[config.mk]
export PLATFORM = sky130hd
export DESIGN_NAME = inst_fetch_unit
export DESIGN_NICKNAME = d
export VERILOG_FILES = /design/src/rtl/inst_fetch_unit.sv
export SDC_FILE = /design/constraint.sdc
export NUM_CORES = 1
export LEC_CHECK = 0
export ABC_AREA = 1
export CAP_MARGIN = 10
export CORE_UTILIZATION = 57
export CTS_CLUSTER_SIZE = 16
export DETAILED_ROUTE_END_ITERATION = 8
export PLACE_DENSITY = 0.8
export SYNTH_ARGS = -nofsm -noshare
export SYNTH_HDL_FRONTEND = slang
export SYNTH_SLANG_ARGS = --single-unit
[constraint.sdc]
create_clock -name clk -period 5 [get_ports clk]
set_input_delay 1.25 -clock clk [delete_from_list [all_inputs] [get_ports clk]]
set_output_delay 1.25 -clock clk [all_outputs]
set_load 0.1 [all_outputs]
[src/rtl/inst_fetch_unit.sv]
// inst_fetch_unit: PC-driven instruction fetch with redirect/halt handling and a fetch buffer toward decode
module inst_fetch_unit #(
    parameter logic [31:0] RESET_PC = 32'd0,
    parameter int FIFO_DEPTH = 4,
    parameter int MEM_BYTES = 1024
) (
    input  logic        clk,
    input  logic        reset,
    output logic [31:0] imem_pc,
    input  logic [31:0] imem_inst,
    input  logic        redirect_valid,
    input  logic [31:0] redirect_pc,
    output logic        out_valid,
    input  logic        out_ready,
    output logic [31:0] out_inst,
    output logic [31:0] out_pc,
    output logic        halted
);
    localparam int AW = $clog2(FIFO_DEPTH);
    localparam logic [31:0] MB = 32'(MEM_BYTES);
    localparam logic [31:0] PC0 = (RESET_PC % MB) & ~32'd3;
    localparam logic [AW:0] DEPTH = (AW+1)'(FIFO_DEPTH);
    typedef enum logic {RUN, HALT} state_t;
    state_t state, state_n;
    logic [31:0] fetch_pc, fetch_pc_n;
    logic [AW-1:0] rd_ptr, wr_ptr, rd_n, wr_n;
    logic [AW:0] count, count_n;
    logic [63:0] fifo_mem [FIFO_DEPTH];
    logic [63:0] head_n;
    logic pop, push;
    assign imem_pc = fetch_pc;
    assign out_valid = count != '0;
    assign halted = state == HALT;
    always_comb begin
        pop = out_valid && out_ready && !redirect_valid;
        push = state == RUN && !redirect_valid && imem_inst != '0 && (count < DEPTH || pop);
        rd_n = redirect_valid ? '0 : rd_ptr + AW'(pop);
        wr_n = redirect_valid ? '0 : wr_ptr + AW'(push);
        count_n = redirect_valid ? '0 : count + (AW+1)'(push) - (AW+1)'(pop);
        // a push landing on the new head slot must bypass the buffer array
        head_n = (push && wr_ptr == rd_n) ? {fetch_pc, imem_inst} : fifo_mem[rd_n];
        fetch_pc_n = redirect_valid ? (redirect_pc & ~32'd3) % MB :
                     push ? (fetch_pc + 32'd4 >= MB ? '0 : fetch_pc + 32'd4) : fetch_pc;
        state_n = redirect_valid ? RUN : (state == RUN && imem_inst == '0) ? HALT : state;
    end
    always_ff @(posedge clk or negedge reset) begin
        if (!reset) begin
            state <= RUN;
            fetch_pc <= PC0;
            rd_ptr <= '0;
            wr_ptr <= '0;
            count <= '0;
            out_inst <= '0;
            out_pc <= '0;
        end else begin
            state <= state_n;
            fetch_pc <= fetch_pc_n;
            rd_ptr <= rd_n;
            wr_ptr <= wr_n;
            count <= count_n;
            if (count_n != '0 && !redirect_valid) {out_pc, out_inst} <= head_n;
        end
    end
    always_ff @(posedge clk) begin
        if (push) fifo_mem[wr_ptr] <= {fetch_pc, imem_inst};
    end
endmodule

==> After elaboration in Yosys (flattened, before gate mapping) <==
Memory sizes are Yosys's and may differ from the RTL's. A register that Yosys moved wholly into a read port is not among the register bits.
Index checks and enable logic that the tools add are counted.
{ "classes": {"magnitude_cmp": 2, "addsub": 5, "n_mux": 10, "n_reduce_logical": 16, "bitwise": 1} }
{ "ops": {"columns": ["cell", "count"], "rows": [
  ["two-way mux 32 bit", 3],
  ["adder 32 x 3 -> 32 bit, second input constant", 1],
  ["greater-or-equal comparator 32 x 11 -> 1 bit, second input constant", 1],
  ["zero test 32 bit", 1],
  ["nonzero test 32 bit", 1],
  ["logical AND 1 bit", 7],
  ["nonzero test 3 bit", 2],
  ["adder 2 x 1 -> 2 bit", 2],
  ["two-way mux 1 bit", 4],
  ["two-way mux 2 bit", 2],
  ["nonzero test 2 bit", 2],
  ["adder 3 x 1 -> 3 bit", 1],
  ["< comparator 3 bit, second input constant", 1],
  ["two-way mux 3 bit", 1],
  ["subtractor 3 x 1 -> 3 bit", 1],
  ["zero test 1 bit", 2],
  ["logical OR 1 bit", 1],
  ["inverter 1 bit", 1]
]} }
{ "word_totals": {"elab_cells": 40, "register_bits": 40, "memories": 1, "ramBits": 256} }
{ "mem_list": {"columns": ["name", "depth", "word_bits", "read_ports", "rd_ports_with_merged_regs", "wr", "line", "text"], "rows": [
  ["fifo_mem", 4, 64, 1, 1, 1, "28", "logic [63:0] fifo_mem [FIFO_DEPTH];"]
]} }

==> Logic depth before layout (Yosys ltp) <==
Gate-level depths: netlist (run 1).
{ "depth": {"depth_word": 10, "mapped_depth": 22} }

==> Worst setup path before layout (run 1) <==
Ideal clock, no wire load.
{ "synth_path": {"kind": "input port to flip-flop", "from": "in redirect_valid", "to": "mem fifo_mem[0][0], enable pin", "arrival_time_ps": 4480, "path_stages": 6, "n_path_buf": 1, "slack_ps": 37, "cell_sequence": "buf_2 > a21oi_1 > nand3_2 > inv_2 > nand2_1 > nor2_1"} }
{ "synth_between": {"elab_chain_len": 6, "word_cells_on_any_way": 8} }
{ "synth_rtl": {"columns": ["item", "line", "text"], "rows": [
  ["start: declaration", "11", "input logic redirect_valid,"],
  ["zero test 1 bit (*)", "35, 36", null],
  ["logical AND 1 bit (on tied branches)", "36, 35", null],
  ["logical AND 1 bit or logical OR 1 bit (tied branches)", "36", "push = state == RUN && !redirect_valid && imem_inst != '0 && (count < DEPTH || pop);"],
  ["logical AND 1 bit (*)", "36", null],
  ["two-way mux 1 bit (*)", "65", "if (push) fifo_mem[wr_ptr] <= {fetch_pc, imem_inst};"],
  ["two-way mux 1 bit (not written as such) (*)", "65", null],
  ["end: declaration", "28", null]
]} }
Mark *: on every way between the ends. The rest lies on a longest branch, timed or not.

==> Worst setup path after layout (run 1) <==
{ "layout_path": {"from": "in imem_inst[31]", "to": "reg out_pc[20] (read register of fifo_mem)"} }
{ "layout_between": {"elab_chain_len": 8} }
{ "layout_rtl": {"columns": ["item", "line", "text"], "rows": [
  ["start: declaration", "10", "input logic [31:0] imem_inst,"],
  ["nonzero test 32 bit", "36", null],
  ["logical AND 1 bit (2 in a row)", "36", null],
  ["adder 3 x 1 -> 3 bit", "39", "count_n = redirect_valid ? '0 : count + (AW+1)'(push) - (AW+1)'(pop);"],
  ["subtractor 3 x 1 -> 3 bit", "39", null],
  ["two-way mux 3 bit", "39", null],
  ["net count_n[2]", "27", "logic [AW:0] count, count_n;"],
  ["nonzero test 3 bit", "61", "if (count_n != '0 && !redirect_valid) {out_pc, out_inst} <= head_n;"],
  ["logical AND 1 bit", "61", null],
  ["end: declaration", "16", "output logic [31:0] out_pc,"]
]} }
The timed path passes the listed nets, and every way through them passes these cells.
A chain may end at the register's enable or synchronous reset.

==> results of run 1 <==
tightest hold or removal path: cells and delay by family (launching register included):
kind            cells  cell delay (ns)
flops               1             0.37
buf+inv             1             0.05
compound gates      1             0.06
area by class of cell:
| cell class | instances | share of cell area (%) |
|---|---|---|
| Sequential cell | 348 | 55.1 |
| Multi-Input combinational cell | 939 | 25.2 |
| Timing Repair Buffer | 160 | 8.81 |
| Clock buffer | 52 | 5.66 |
| Inverter | 124 | 2.60 |
| Tap cell | 335 | 2.32 |
| Clock inverter | 12 | 0.326 |
final timing paths:
kind	end	cells after the start	startpoint	slack [ns]
worst max register to register	out_pc[8]	12	count[2]	1.87
worst min register to register	out_pc[28]	2	out_pc[28]	0.52
max in group asynchronous	out_inst[5]	2	reset	3.34
min in group asynchronous	imem_pc[7]	1	reset	0.75
worst min-delay path	out_pc[28]	2	out_pc[28]	0.52
worst max-delay path	out_pc[20]	20	imem_inst[31]	0.86
flip-flops by register name, summed over array words and instances (netlist names):
register  count
fifo_mem    248
out_inst     32
imem_pc      30
out_pc       30
count         3
rd_ptr        2
wr_ptr        2
halted        1
Yosys cell counts (3+ instances only):
cell type,number
buf_1,6
clkbuf_1,34
inv_2,4
ha_1,5
nor3_1,3
nor2_1,93
nand3_2,3
dfrtp_1,100
nand2_2,9
o21ai_0,74
buf_2,21
buf_6,8
buf_4,6
a21oi_1,6
nor2_4,9
nand2_1,485
o21ai_1,60
xor2_1,5
o211ai_1,33
nand4_1,10
edfxtp_1,248
nor2_2,3
o211ai_2,29
inv_1,119
nand3_1,97
power by group through the flow:
stage	Sequential (mW)	Combinational (mW)	Clock, mW
global placement	3.85	4.59	0
global route	3.86	5.01	2.63
floorplan	5.70	1.80	0
CTS	3.81	4.71	2.51
detailed placement	3.86	4.68	0
finish	3.81	4.69	2.47
stage by stage:
stage / instances / util, % / worst slack, ns / area, sq um / power [mW]
finish: 1970 / 68.9 / 0.861 / 18100 / 11.0
global route: 1970 / 68.9 / 0.696 / 18100 / 11.5
CTS: 1970 / 68.9 / 0.849 / 18100 / 11.0
detailed placement: 1906 / 64.8 / 0.364 / 17000 / 8.55
global placement: 1906 / 64.8 / 0.437 / 17000 / 8.44
floorplan: 1486 / - / 0.0372 / 15300 / 7.50
per-layer routing:
layer | share of wire, % | routed length (um)
met1 | 41 | 14200
met2 | 50 | 17000
met3 | 6.7 | 2280
met4 | 2.4 | 835
met5 | 0 | 0
kinds of logic (layout without fill, tap and decap cells):
| logic type | count (synthesis) | count (layout) | share of synthesized area, % |
|---|---|---|---|
| compound gates | 203 | 203 | 8.62 |
| buf+inv | 199 | 348 | 5.61 |
| xor+xnor | 7 | 7 | 0.450 |
| simple gates | 719 | 719 | 19.7 |
| flops | 348 | 348 | 65.1 |
| fa+ha+maj | 6 | 6 | 0.540 |
| other cells | 1 | 4 | 0.0245 |
==> impl_results.md, run 1 <==
* Port buffer count at roughly 140
* Met1 GRT Util at 34.2%
* Sequential cell area at ~9900 sq um
* RSZ-0062 raised after global routing: no
* Gp weighted congestion at ~0.88
* Combinational power share at a little over two fifths
* Clock network fraction of total power at around 23%
* First-pass GRT wire length at approximately 56 mm
* Initial antenna violation count at 0
* CTS tree: yes
* TritonCTS buffer count at 36
* H-tree Lvls at 2
* CP max stage delay at 0.55 ns
* Cells along the critical path: clkdlybuf4s50_1 > nor2_1 > and2_1 > nand2_1 > nor2_1 > nand2_1 > nand3_2 > ha_1 > inv_1 > ha_1 > inv_1 > fa_1 > inv_1 > nand2_1 > nand2_1 > nor2_1 > or3_4 > buf_12 > o211ai_1 > o21ai_1
* Die Ht at between 150 and 200 um
* GR Overflow Total at 0
* Buf/Inv on CP at 5
* Worst setup SP type: input port
* I/O Pins at around 170
* Commonest non-fill, non-tap cell in the layout: nand2_1
* DR iter-0 viols at 1029
* CTS Sinks at around 350
* Mapped Cells at 1483
* Root Buffer: clkbuf_16
* Max clock buf depth at 3
* Post-Route WL at about 34 mm
* Multi-input gate area at between 4000 and 5000 sq um
* Kind of critical path: in2reg
* Fin crit period at roughly 4.1 ns
* Post-synthesis sequential area ratio at around two thirds
* Hold_ws at ~0.52 ns
* Via count at ~11000
* Number of synthesis warnings at 0
* Rows at just under 60
* Hpwl dp at roughly 20 mm
* Area Overhead vs Synth at 18.1%
* Post-synth EDFFs at between 200 and 250
* Post-synth top area share at between 40% and 50%
* Clock Latency Late Sink at ~0.51 ns
* Worst-path clk slew at 0.07 ns
* Drt first pass iters at 7
* Nets@finish at 1683
* Largest net degree at the start of global routing at about 110
* PD cells at 607 nW/um^2
* Met2 usage in global routing at 43.8%
* WP data required at about 5.4 ns
* Hold Path Class: reg2reg
* Slowest-stage cell, CP: clkdlybuf4s50_1
* Vias in the first global route at roughly 11000
* Setup violators final at 0
* Async set or reset register ratio after synthesis at between 20 and 30%
* WP data arrival at around 4.5 ns
* Core Box Area at ~26000 sq um
* Yosys top cell by area: edfxtp_1
* Period utilization at between 80% and 90%
* Synthesized area per cell at 10.3 sq um
* Fillcell total at about 1800
* Critical path's top delay family: simple AND/OR/NAND/NOR gates
* Die area at approximately 27000 sq um
* Max cap viols at 0
* Switching part of the total power at between 40% and 50%
* Crit-path max FO at 94
* Via-per-instance ratio at 5.58
* Synthesized area at approximately 15000 sq um
* Highest-count cells in the layout ignoring fill and taps: nand2_1 (485), edfxtp_1 (248), clkdlybuf4s50_1 (136)
* Seq cells post-synth at approximately 350
* Final Skew at 0.0115 ns
* Total track usage at roughly a quarter
* M3 GR Usage at 3.43%
* Dominant cells by area after synthesis: edfxtp_1 (49%), dfrtp_1 (16%), nand2_1 (12%)
* Primary FF master, synth: edfxtp_1
* CP most frequent cell: nand2_1
* Setup TNS at 0 ns
* Initial Util at between 50 and 60%
* Postcts setup bufs at 0
* VDD IR max at roughly 0.00041 V
* GR peak layer: met2
* Critical Path End Type: flip-flop
* Routed len/inst at roughly 17 um
* Share of cells above drive strength 1 at around 8.5%
* Hold buffers post-CTS at 0
* Yosys cell types at 38
* Post-CTS sizing at 0
* Die X at about 170 um
* Failing checks: design-rule violations
* Diode count at 0
* Status: finished, violations left
* Fmax at approximately 0.24 GHz
* Worst slew pin tran at 1.08 ns
* LEAKAGE at between 7 and 8 nW
* Cell Int Power at about 6.2 mW
* Max Slew Vio Count at 0
* Part of the power in registers at between 30% and 40%
* Final ANT Viol Nets at 0
* Worst relative slew slack at between 20% and 30%
* # DRC at 10
* Total net switching power at 4.80 mW
* Final Hold Viols at 0
(Power assumes the default switching activity.)
==> inputs of run 2 (changes only) <==
- clock period: 5 -> 4 ns (I/O delays scaled with it)
==> impl_results.md, run 2 (synthesis gave the netlist of run 1 again) <==
* Hold buffers post-CTS at 0 (unchanged)
* H-tree Lvls at 2 (unchanged)
* Reg2reg start: count[2]
* Postcts setup bufs at 0 (unchanged)
* I/O Pins at 166 (unchanged)
* Cells along the critical path: clkdlybuf4s50_1 > nor2_1 > and2_1 > nand2_1 > nor2_1 > nand2_1 > nand3_2 > ha_1 > inv_1 > ha_1 > inv_1 > fa_1 > nor2_1 > or3_4 > buf_4 > o211ai_2 > o21ai_1
* Period utilization at between 90% and 100%
* Fillcell total at 1794 (-0.83%)
* Hold_ws at 0.521 ns (+0.00186 ns)
* Worst slew pin tran at 1.11 ns (+0.0361 ns)
* WP data arrival at 4.13 ns (-0.39 ns)
* # DRC at 9 (-1)
* Worst relative slew slack at 25.7% (-2.4 points)
* Total track usage at 26.0% (+0.28 points)
* Tot Pwr at 14.3 mW (+31%)
* Post-CTS sizing at 0 (unchanged)
* Commonest non-fill, non-tap cell in the layout: nand2_1
* Fin crit period at 3.75 ns
* Area Overhead vs Synth at 21.8%
* Hold path cells at 2 (unchanged)
* Max clock buf depth at 3 (unchanged)
* FF-to-FF End: out_inst[11]
* Hpwl dp at 20.9 mm (+4.0%)
* Gp weighted congestion at 0.887 (+1.2%)
* Highest-count cells in the layout ignoring fill and taps: nand2_1 (485), edfxtp_1 (248), clkdlybuf4s50_1 (127)
* Worst setup startpoint: imem_inst[31]
* Initial Util at 58.4% (unchanged)
* Largest register by flop count: fifo_mem
* Die area at 27500 sq um (unchanged)
* Max Slew Vio Count at 0 (unchanged)
* Worst slack, placed at -0.279 ns (-0.643 ns)
* VDD IR max at 0.000512 V (+26%)
* Via count at 11130 (+1.2%)
* Status: finished, violations left
* Kind of critical path: in2reg
* Fmax at 0.267 GHz
* Vias in the first global route at 11181 (+2.3%)
* Die Ht at 166 um (unchanged)
* Port buffer count at 137 (unchanged)
* Hold Path Class: reg2reg
* GR Overflow Total at 0 (unchanged)
* Worst Slack Setup Final at 0.250 ns (-0.611 ns)
* Final Hold Viols at 0 (unchanged)
* Die X at 166 um (unchanged)
* CP max stage delay at 0.48 ns (-0.07 ns)
* Nets@finish at 1720 (+2.2%)
* CP most frequent cell: nor2_1
* First-pass GRT wire length at 56.9 mm (+1.3%)
* Max cap viols at 0 (unchanged)
* Final Skew at 0.0141 ns (+0.00263 ns)
* Drt first pass iters at 7 (unchanged)
* Rows at 59 (unchanged)
* Setup violators final at 0 (unchanged)
* Worst setup SP type: input port
* TritonCTS buffer count at 36 (unchanged)
* Failing checks: design-rule violations
* R2R depth at 13 (+1)
* Buf/Inv on CP at 4 (-1)
* PD cells at 769 nW/um^2 (+27%)
* Final ANT Viol Nets at 0 (unchanged)
* Finished Layout Cells at 2009 (+2.0%)
* Crit-path max FO at 32 (-66%)
* Post-route cell area at 18600 sq um (+3.2%)
* CTS Sinks at 348 (unchanged)
* Post-Route WL at 34.9 mm (+1.8%)
* Critical Path End Type: flip-flop
* Slowest-stage cell, CP: clkdlybuf4s50_1
* Reg2reg setup slack at 0.99 ns (-0.88 ns)
* CTS tree: yes
* Placed Instance Area at 17400 sq um (+2.3%)
* Max reg flops at 248 (unchanged)
* Placed cells at 1943 (+1.9%)
* Biggest regs: fifo_mem x248, out_inst x32
* Critical path depth at 17 (-15%)
* Initial antenna violation count at 0 (unchanged)
* LEAKAGE at 7.65 nW (+4.4%)
* Critical Path End: out_inst[11]
* Via-per-instance ratio at 5.54 (-0.74%)
* RSZ-0062 raised after global routing: no
* DR iter-0 viols at 1213 (+18%)
* Worst-path clk slew at 0.06 ns (about the same)
* Clock Latency Late Sink at 0.52 ns (about the same)
* Core Box Area at 26200 sq um (unchanged)
* Routed len/inst at 17.4 um (-0.17%)
* WP data required at 4.38 ns (-1.00 ns)
* Share of cells above drive strength 1 at 11.6% (+3.1 points)
* Diode count at 0 (unchanged)
* Critical path's top delay family: simple AND/OR/NAND/NOR gates
* Largest net degree at the start of global routing at 88 (-16%)
* Root Buffer: clkbuf_16
run 2: cell types whose count changed in the layout (fill, tap and decap cells not counted), sizes merged:
cell,delta
clkdlybuf4s50,-9
inv,+2
clkbuf,-5
clkinv,-1
buf,+46
bufinv,+6
run 2: per-stage QoR:
| stage | util, % | setup TNS [ns] |
|---|---|---|
| after CTS | 71.1 | 0 |
| final | 71.1 | 0 |
| after floorplan | - | -176.78 |
| after global routing | 71.1 | 0 |
| after detailed placement | 66.3 | -12.08 |
| after global placement | 66.3 | -8.91 |
run 2: cell type report:
type,count,area (sq um),share of cell area [%]
clock buffer,47,1000,5.38
clock inverter,19,259,1.39
inverter,124,469,2.52
multi-input combinational,939,4550,24.4
sequential,348,9950,53.4
tap,335,419,2.25
timing repair buffer,197,1980,10.6
run 2: worst min-delay path, stage by stage, from the launching register on:
cell and delay [ns]:
dfrtp_1 0.37, inv_1 0.05, o21ai_1 0.06
run 2: power breakdown:
| part | switching, mW | total, mW | internal (mW) |
|---|---|---|---|
| Combinational | 4.46 | 6.03 | 1.57 |
| Sequential | 0.304 | 4.77 | 4.47 |
| Clock | 1.36 | 3.53 | 2.17 |
| Total | 6.13 | 14.3 | 8.21 |
run 2: routing by layer:
metal	wire length, um	vias to the layer above	share of wire (%)	GRT usage [%]
met5	0	-	0	0
met4	833	0	2.4	8.29
met3	2490	66	7.1	4.31
met2	17200	429	49	44.4
met1	14300	5345	41	34.3
li1	-	5290	-	-
run 2: worst min path at each step:
stage	startpoint	end	slack, ns
6_report	out_inst[16]	out_inst[16]	0.52
5_1_grt	out_inst[16]	out_inst[16]	0.53
3_5_place_dp	out_pc[28]	out_pc[28]	0.51
3_3_place_gp	out_inst[24]	out_inst[24]	0.51
2_1_floorplan	wr_ptr[1]	wr_ptr[1]	0.57
4_1_cts	out_inst[16]	out_inst[16]	0.53
==> inputs of run 3 (changes only) <==
- CORE_ASPECT_RATIO: unset -> 0.9
==> impl_results.md, run 3 (synthesis gave the netlist of run 1 again) <==
* RSZ-0062 raised after global routing: no
* Worst-path clk slew at 0.06 ns (about the same)
* Clock network fraction of total power at 23.5% (-1.1 points)
* Cell Int Power at 8.10 mW (-1.3%)
* Post-Route WL at 35.9 mm (+2.8%)
* Hold buffers post-CTS at 0 (unchanged)
* Largest register by flop count: fifo_mem
* Clock Latency Late Sink at 0.51 ns (about the same)
* Combinational power share at 42.8% (+0.7 points)
* Switching part of the total power at 42.8% (+0.089 points)
* H-tree Lvls at 2 (unchanged)
* Post-route cell area at 18600 sq um (-0.29%)
* I/O Pins at 166 (unchanged)
* Max reg flops at 248 (unchanged)
* Worst setup SP type: input port
* Highest-count cells in the layout ignoring fill and taps: nand2_1 (485), edfxtp_1 (248), clkdlybuf4s50_1 (123)
* First-pass GRT wire length at 57.0 mm (+0.33%)
* Via count at 11328 (+1.8%)
* Post-CTS sizing at 0 (unchanged)
* Kind of critical path: in2reg
* Via-per-instance ratio at 5.59 (+0.83%)
* Postcts setup bufs at 0 (unchanged)
* Port buffer count at 137 (unchanged)
* Initial antenna violation count at 0 (unchanged)
* CTS Sinks at 348 (unchanged)
* Hold_ws at 0.520 ns (-0.000423 ns)
* Routed len/inst at 17.7 um (+1.8%)
* Area Overhead vs Synth at 21.5%
* Root Buffer: clkbuf_16
* Placed Instance Area at 17400 sq um (+0.17%)
* Rows at 56 (-5.1%)
* Max Slew Vio Count at 0 (unchanged)
* Placed cells at 1964 (+1.1%)
* Part of the power in registers at 33.7% (+0.4 points)
* Crit-path max FO at 49 (+53%)
* TritonCTS buffer count at 36 (unchanged)
* Max cap viols at 0 (unchanged)
* CP max stage delay at 0.51 ns (+0.03 ns)
* GR Overflow Total at 0 (unchanged)
* Largest net degree at the start of global routing at 70 (-20%)
* Fillcell total at 1819 (+1.4%)
* Hold Path Class: reg2reg
* Critical Path End Type: flip-flop
* Share of cells above drive strength 1 at 11.9% (+0.26 points)
* Biggest regs: fifo_mem x248, out_inst x32
* Fin crit period at 3.75 ns (-0.00126 ns)
* Total net switching power at 6.07 mW (-0.99%)
* Status: finished clean
* WP data arrival at 4.18 ns (+0.05 ns)
* Final Hold Viols at 0 (unchanged)
* WP data required at 4.43 ns (+0.05 ns)
* Gp weighted congestion at 0.887 (about the same)
* Worst relative slew slack at 30.0% (+4.3 points)
* Worst slew pin tran at 1.05 ns (-0.0646 ns)
* Setup TNS at 0 ns (unchanged)
* Nets@finish at 1728 (+0.47%)
* Die X at 175 um (+5.3%)
* Final Skew at 0.00990 ns (-0.00423 ns)
* Total track usage at 26.6% (+0.62 points)
* Commonest non-fill, non-tap cell in the layout: nand2_1
* Diode count at 0 (unchanged)
* PD cells at 762 nW/um^2 (-0.91%)
* VDD IR max at 0.000552 V (+7.9%)
* CTS tree: yes
* Fmax at 0.267 GHz (about the same)
* LEAKAGE at 7.64 nW (about the same)
* Period utilization at 93.7% (about the same)
* Drt first pass iters at 7 (unchanged)
* Final ANT Viol Nets at 0 (unchanged)
* Setup violators final at 0 (unchanged)
* DR iter-0 viols at 1096 (-9.6%)
* CP most frequent cell: nor2_1
* Cells along the critical path: clkdlybuf4s50_1 > nor2_1 > buf_4 > and2_1 > nand2_1 > nor2_1 > nand2_1 > nand3_2 > ha_1 > inv_1 > ha_1 > inv_1 > fa_1 > nor2_1 > or3_4 > buf_12 > buf_4 > o21ai_1
* Hpwl dp at 21.6 mm (+3.6%)
* # DRC at 0 (-9)
* Finished Layout Cells at 2028 (+0.95%)
* Core Box Area at 26200 sq um (about the same)
* Die area at 27500 sq um (about the same)
* Initial Util at 58.4% (about the same)
* Vias in the first global route at 11020 (-1.4%)
* Die Ht at 157 um (-5.1%)
* Slowest-stage cell, CP: fa_1
* Max clock buf depth at 3 (unchanged)
[run 3: final cells by class]
type | instances | area [sq um] | share of cell area, %
well taps | 348 | 435 | 2.34
repair buffers | 205 | 2000 | 10.7
inverters | 124 | 470 | 2.53
multi-input cells | 939 | 4550 | 24.5
clock buffers | 51 | 1020 | 5.48
clock inverters | 13 | 160 | 0.862
flip-flops and latches | 348 | 9950 | 53.5
[run 3: final timing paths]
kind	start	end	slack (ns)	cells past startpoint
max	imem_inst[2]	out_inst[13]	0.25	18
min	out_pc[13]	out_pc[13]	0.52	2
max reg2reg	count[1]	out_inst[13]	0.93	13
min reg2reg	out_pc[13]	out_pc[13]	0.52	2
max in group asynchronous	reset	out_inst[11]	2.49	2
min in group asynchronous	reset	imem_pc[31]	0.64	1
[run 3: per-stage QoR]
step	utilization (%)	power [mW]	worst slack, ns
CTS	70.9	14.2	0.274
global placement	66.4	10.7	-0.171
global route	70.9	14.8	0.0203
floorplan	-	9.38	-0.713
detailed placement	66.4	10.9	-0.223
finish	70.9	14.2	0.251
[run 3: worst max-delay path: cells and delay by family]
| family | cells | cell delay, ns |
|---|---|---|
| buffers and inverters | 6 | 1.07 |
| adder cells (fa/ha/maj) | 3 | 0.85 |
| AO/OA/AOI/OAI | 1 | 0.12 |
| AND/OR/NAND/NOR | 8 | 1.10 |
[run 3: routing by layer]
metal | vias to the layer above | share of wire, % | GRT usage, %
met5 | - | 0 | 0
met1 | 5433 | 40 | 35.7
met3 | 67 | 8.0 | 3.67
li1 | 5299 | - | -
met2 | 529 | 49 | 45.2
met4 | 0 | 2.4 | 8.70
[run 3: power groups by stage]
stage | Clock, mW | Sequential [mW] | Combinational [mW]
after floorplan | 0 | 7.13 | 2.25
after global placement | 0 | 4.82 | 5.91
after detailed placement | 0 | 4.84 | 6.04
after CTS | 3.38 | 4.77 | 6.09
after global routing | 3.50 | 4.82 | 6.48
final | 3.33 | 4.77 | 6.07
